<file path="src/rtl/fpu_pkg.sv">
// Shared FPU types and constants used by the fadd issue arbiter.
package fpu_pkg;

  typedef logic [31:0] float32_t;

  localparam int FADD_LATENCY = 2;

  // Requester index to one-hot mask; callers truncate to their requester count.
  function automatic logic [7:0] onehot_id(input logic [2:0] id);
    onehot_id = 8'b1 << id;
  endfunction

endpackage

</file>
<file path="src/rtl/rr_arbiter.sv">
// Round-robin arbiter: grants the lowest requesting index at or after rr_ptr (mod NREQ).
module rr_arbiter #(
  parameter int NREQ = 4
) (
  input  logic                    clk,
  input  logic                    rstn,
  input  logic [NREQ-1:0]         req,
  output logic [NREQ-1:0]         grant,
  output logic                    grant_any,
  output logic [$clog2(NREQ)-1:0] grant_id
);

  localparam int IDW = $clog2(NREQ);

  logic [IDW-1:0] rr_ptr;
  int             scan_idx;

  // NOTE: every output gets a default before the search, so no path can infer a latch.
  always_comb begin
    grant_any = 1'b0;
    grant_id  = '0;
    scan_idx  = 0;
    for (int k = 0; k < NREQ; k++) begin
      scan_idx = int'(rr_ptr) + k;
      if (scan_idx >= NREQ) scan_idx = scan_idx - NREQ;
      if (!grant_any && req[IDW'(scan_idx)]) begin
        grant_any = 1'b1;
        grant_id  = IDW'(scan_idx);
      end
    end
    grant = grant_any ? (NREQ'(1) << grant_id) : '0;
  end

  // NOTE: state registers use non-blocking assignment so every flop samples pre-edge values.
  always_ff @(posedge clk or negedge rstn) begin
    if (!rstn) begin
      rr_ptr <= '0;
    end else if (grant_any) begin
      rr_ptr <= (grant_id == IDW'(NREQ-1)) ? '0 : grant_id + 1'b1;
    end
  end

endmodule

</file>
<file path="src/rtl/fadd_arbiter.sv">
// Shares one fixed-latency pipelined fadd among NREQ requesters with tag-routed responses.
// Optional subtract support is enabled by defining FADD_ARB_SUB_EN.
module fadd_arbiter
  import fpu_pkg::*;
#(
  parameter int NREQ    = 4,
  parameter int LATENCY = FADD_LATENCY
) (
  input  logic               clk,
  input  logic               rstn,
  input  logic [NREQ-1:0]    req_valid,
  output logic [NREQ-1:0]    req_ready,
  input  logic [NREQ*32-1:0] req_x1,
  input  logic [NREQ*32-1:0] req_x2,
`ifdef FADD_ARB_SUB_EN
  input  logic [NREQ-1:0]    req_sub,
`endif
  output float32_t           fadd_x1,
  output float32_t           fadd_x2,
  input  float32_t           fadd_y,
  output logic [NREQ-1:0]    rsp_valid,
  output float32_t           rsp_y,
  output logic               busy
);

  localparam int IDW = $clog2(NREQ);

  typedef struct packed {
    logic           vld;
    logic [IDW-1:0] id;
  } tag_t;

  logic           grant_any;
  logic [IDW-1:0] grant_id;
  tag_t           tag_q [LATENCY-1];
  logic           tag_vld_any;

  rr_arbiter #(.NREQ(NREQ)) u_rr (
    .clk       (clk),
    .rstn      (rstn),
    .req       (req_valid),
    .grant     (req_ready),
    .grant_any (grant_any),
    .grant_id  (grant_id)
  );

  always_comb begin
    fadd_x1 = '0;
    fadd_x2 = '0;
    if (grant_any) begin
      fadd_x1 = req_x1[32*grant_id +: 32];
      fadd_x2 = req_x2[32*grant_id +: 32];
`ifdef FADD_ARB_SUB_EN
      // Flipping the sign of x2 turns the add into x1 - x2.
      if (req_sub[grant_id]) fadd_x2[31] = ~fadd_x2[31];
`endif
    end
  end

  // Tag stages are control: they must clear on reset so in-flight ops never answer.
  always_ff @(posedge clk or negedge rstn) begin
    if (!rstn) begin
      for (int i = 0; i < LATENCY-1; i++) tag_q[i] <= '0;
    end else begin
      tag_q[0] <= '{vld: grant_any, id: grant_id};
      for (int i = 1; i < LATENCY-1; i++) tag_q[i] <= tag_q[i-1];
    end
  end

  always_ff @(posedge clk or negedge rstn) begin
    if (!rstn) begin
      rsp_valid <= '0;
      rsp_y     <= '0;
    end else if (tag_q[LATENCY-2].vld) begin
      rsp_valid <= NREQ'(onehot_id(3'(tag_q[LATENCY-2].id)));
      rsp_y     <= fadd_y;
    end else begin
      rsp_valid <= '0;
    end
  end

  always_comb begin
    tag_vld_any = 1'b0;
    for (int i = 0; i < LATENCY-1; i++) tag_vld_any = tag_vld_any | tag_q[i].vld;
  end

  assign busy = grant_any | tag_vld_any | (|rsp_valid);

endmodule

</file>
<file path="config.mk">
export PLATFORM = sky130hd
export DESIGN_NAME = fadd_arbiter
export DESIGN_NICKNAME = d
export VERILOG_FILES = /design/src/rtl/fpu_pkg.sv /design/src/rtl/rr_arbiter.sv /design/src/rtl/fadd_arbiter.sv
export SDC_FILE = /design/constraint.sdc
export NUM_CORES = 1
export LEC_CHECK = 0
export ABC_CLOCK_PERIOD_IN_PS = 3900
export CAP_MARGIN = 20
export CORE_AREA = 2 2 153 155
export CTS_BUF_LIST = sky130_fd_sc_hd__clkbuf_4 sky130_fd_sc_hd__clkbuf_8 sky130_fd_sc_hd__clkbuf_16
export DETAILED_ROUTE_END_ITERATION = 7
export DIE_AREA = 0 0 155 157
export PLACE_DENSITY = 0.59
export SLEW_MARGIN = 40
export SYNTH_ARGS = -nofsm -noshare
export SYNTH_HDL_FRONTEND = slang
export SYNTH_SLANG_ARGS = --single-unit
</file>
<file path="constraint.sdc">
create_clock -name clk -period 3.9 [get_ports clk]
set_input_delay 0.78 -clock clk [delete_from_list [all_inputs] [get_ports clk]]
set_output_delay 0.78 -clock clk [all_outputs]
set_load 0.02 [all_outputs]
</file>
==> flow_summary.yaml <==
route:
  wl_per_cell_um: 18.5
  viasPerCell: 4.20
  drt_wl_total_mm: 19.0
  drt_iter0_markers: 100
  antenna_left: 0
  vias: 4307
  drt_pass1_iterations: 4
  drc: 0
logic_synthesis:
  async_flop_share_pct: 100
  synth_seq_cells: 41
  synthFlopType: "dfrtp_1"
  synth_area_leader_cell: "mux2i_1"
  syn_area_per_cell_um2: 10.6
  synth.distinct_cells: 25
  yosysWarnings: 0
  ys_top_cells_by_area: "mux2i_1 (36%), dfrtp_1 (29%), o22ai_1 (11%)"
  synth_edf_count: 0
  synthTopCellsByCount: "mux2i_1 (128), o22ai_1 (64), dfrtp_1 (41), mux2_2 (33), clkbuf_1 (13)"
  synthesis.area_mm2: 0.00352
  synth_top_cell_area_share_pct: 36.4
  netlist_instances: 332
  yosysSeqAreaShare_pct: 29.2
  syn-num-nets: 630
  yosysMostFrequentCell: "mux2i_1"
global_routing:
  gr-total-overflow: 0
  grt_pass1_vias: 4460
  grt_pass1_wl_mm: 26.2
  grt_usage_pct: 14.1
  grt_max_degree: 42
  antenna_found_initial: 1
sta:
  fin_crit_ns: 3.81
  setup_viol: 0
  fin_ws_ns: 0.0923
  fmax_mhz: 263
  fin_crit_sh_pct: 97.6
  tightest_slew_ns: 0.517
  slew_headroom_pct: 65.6
  drv_slew: 0
  hold_viol_final: 0
  rsz0062_at_grt: "yes"
  skew_ns: 0.00377
  finalSetupTns_ns: 0
place:
  place_congestion: 0.831
  place_inst: 1015
  io_buffers: 398
  dpl.hpwl_mm: 15.8
  preCtsSetupSlack_ns: -0.0907
setup_path:
  cp-end-kind: "output port"
  path_max_fanout: 14
  required_ns: 3.12
  critPathBufInv: 4
  ff2ff_path_depth: 8
  cp_top_family: "buffers and inverters"
  critPathMaxStageDelay_ns: 0.51
  crit_type: "in2out"
  cp_cell_sequence: "clkdlybuf4s50_1 > nor2b_1 > a21boi_1 > o32a_4 > buf_12 > buf_4 > mux2i_1 > o22ai_1 > dlygate4sd2_1"
  r2r_slack_ns: 1.99
  path_depth: 9
  worstSetupStartpointType: "input port"
  cp_data_arrival_time_ns: 3.03
  cpMaxStageDelayCell: "clkdlybuf4s50_1"
floorplan:
  core_mm2: 0.0225
  io_pins: 399
  initial_core_util_pct: 15.6
  die_h_um: 157
  row_count: 55
  die-area_mm2: 0.0243
  die_x_um: 155
cts:
  hold_buffers: 0
  cts_tree: "done"
  clk_latency_ns: 0.28
  cts_sinks: 41
  path_clk_slew_ns: 0.06
  cts-root-buf: "clkbuf_16"
  clockBufferDepth: 2
  cts_inserted_buffers: 5
  h-tree-depth: 2
final_layout:
  stdcell_count: 1025
  num-fill-cells: 2317
  post_route_cells_drive_above_1_share_pct: 11.5
  register_area_mm2: 0.00103
  multi_input_area_mm2: 0.00231
  fin_nets: 1036
  syn_to_final_growth_pct: 132
status:
  run_status: "finished clean"
pwr:
  power_mw: 4.04
  ir_drop_v: 0.000210
  power_leakage_nw: 3.61
  power_density_mw_per_mm2: 495
run:
  cap_violations: 0
min_path:
  hold-path-cell-count: 1
  hold_path_class: "reg2reg"
-- cells in the final DEF (no fill, tap or decap), types with 2 or more instances in the layout --
master and count:
inv_1 2, buf_12 5, mux2_2 33, dlygate4sd2_1 54, nor2_1 5, buf_4 28
dfrtp_1 41, buf_6 2, dlymetal6s2s_1 12, nor2b_1 8, mux2i_1 125, ha_1 4
o22ai_1 64, nand2_1 2, clkbuf_16 6, mux2i_2 3, clkdlybuf4s50_1 329
-- metal layers --
metal / track usage, % / vias up / wire length, µm
met2: 25.5 / 212 / 9730
li1: - / 2094 / -
met4: 3.13 / 0 / 205
met3: 3.11 / 12 / 1350
met1: 17.0 / 1989 / 7730
met5: 0 / - / 0
-- through the flow --
stage | area (µm²) | hold WS, ns | utilization, %
finish | 8160 | 0.467 | 36.3
global route | 8160 | 0.513 | 36.3
CTS | 8080 | 0.465 | 35.9
detailed placement | 7960 | 0.456 | 35.4
global placement | 7960 | 0.447 | 35.4
floorplan | 3520 | 0.428 | -
-- path summary, 6_finish.rpt --
kind                                 from        endpoint
max in group asynchronous            rstn       rsp_y[18]
min reg2reg                      tag_q[0]    rsp_valid[2]
min                              tag_q[0]    rsp_valid[2]
max                          req_valid[2]      fadd_x2[6]
max reg2reg                u_rr.rr_ptr[0]  u_rr.rr_ptr[1]
min in group asynchronous            rstn        rsp_y[0]
-- sequential cells by signal (all words and copies together), names as in the netlist --
signal,count
tag_q,2
rsp_valid,4
tag_vld_any,1
rsp_y,32
u_rr.rr_ptr,2
-- cell families after synthesis --
family / Yosys count / synth area share [%]
muxes: 161 / 47.0
AOI/OAI and AO/OA: 69 / 12.5
DFF: 41 / 29.2
buffers and inverters: 35 / 6.36
and+or+nand+nor: 22 / 3.63
adders and majority gates: 4 / 1.42
-- area by class of cell --
| class | count | area share [%] |
|---|---|---|
| clock inverters | 1 | 0.368 |
| diodes | 1 | 0.0307 |
| multi-input cells | 256 | 28.3 |
| inverters | 3 | 0.138 |
| well taps | 285 | 4.37 |
| clock buffers | 7 | 1.79 |
| flip-flops and latches | 41 | 12.6 |
| repair buffers | 431 | 52.4 |
-- timing repair --
action / CTS / global route
setup buffers: 0 / 0
endpoints found under the setup margin: 55 / 12
gates cloned: 0 / 1
resized for setup: 57 / 15
-- power by group --
part,total [mW],internal [mW],switching (mW)
combinational,3.03,1.46,1.57
clock,0.482,0.326,0.156
sequential,0.527,0.484,0.0430
total,4.04,2.27,1.77
Note: power is estimated with default switching activity, not from simulation.
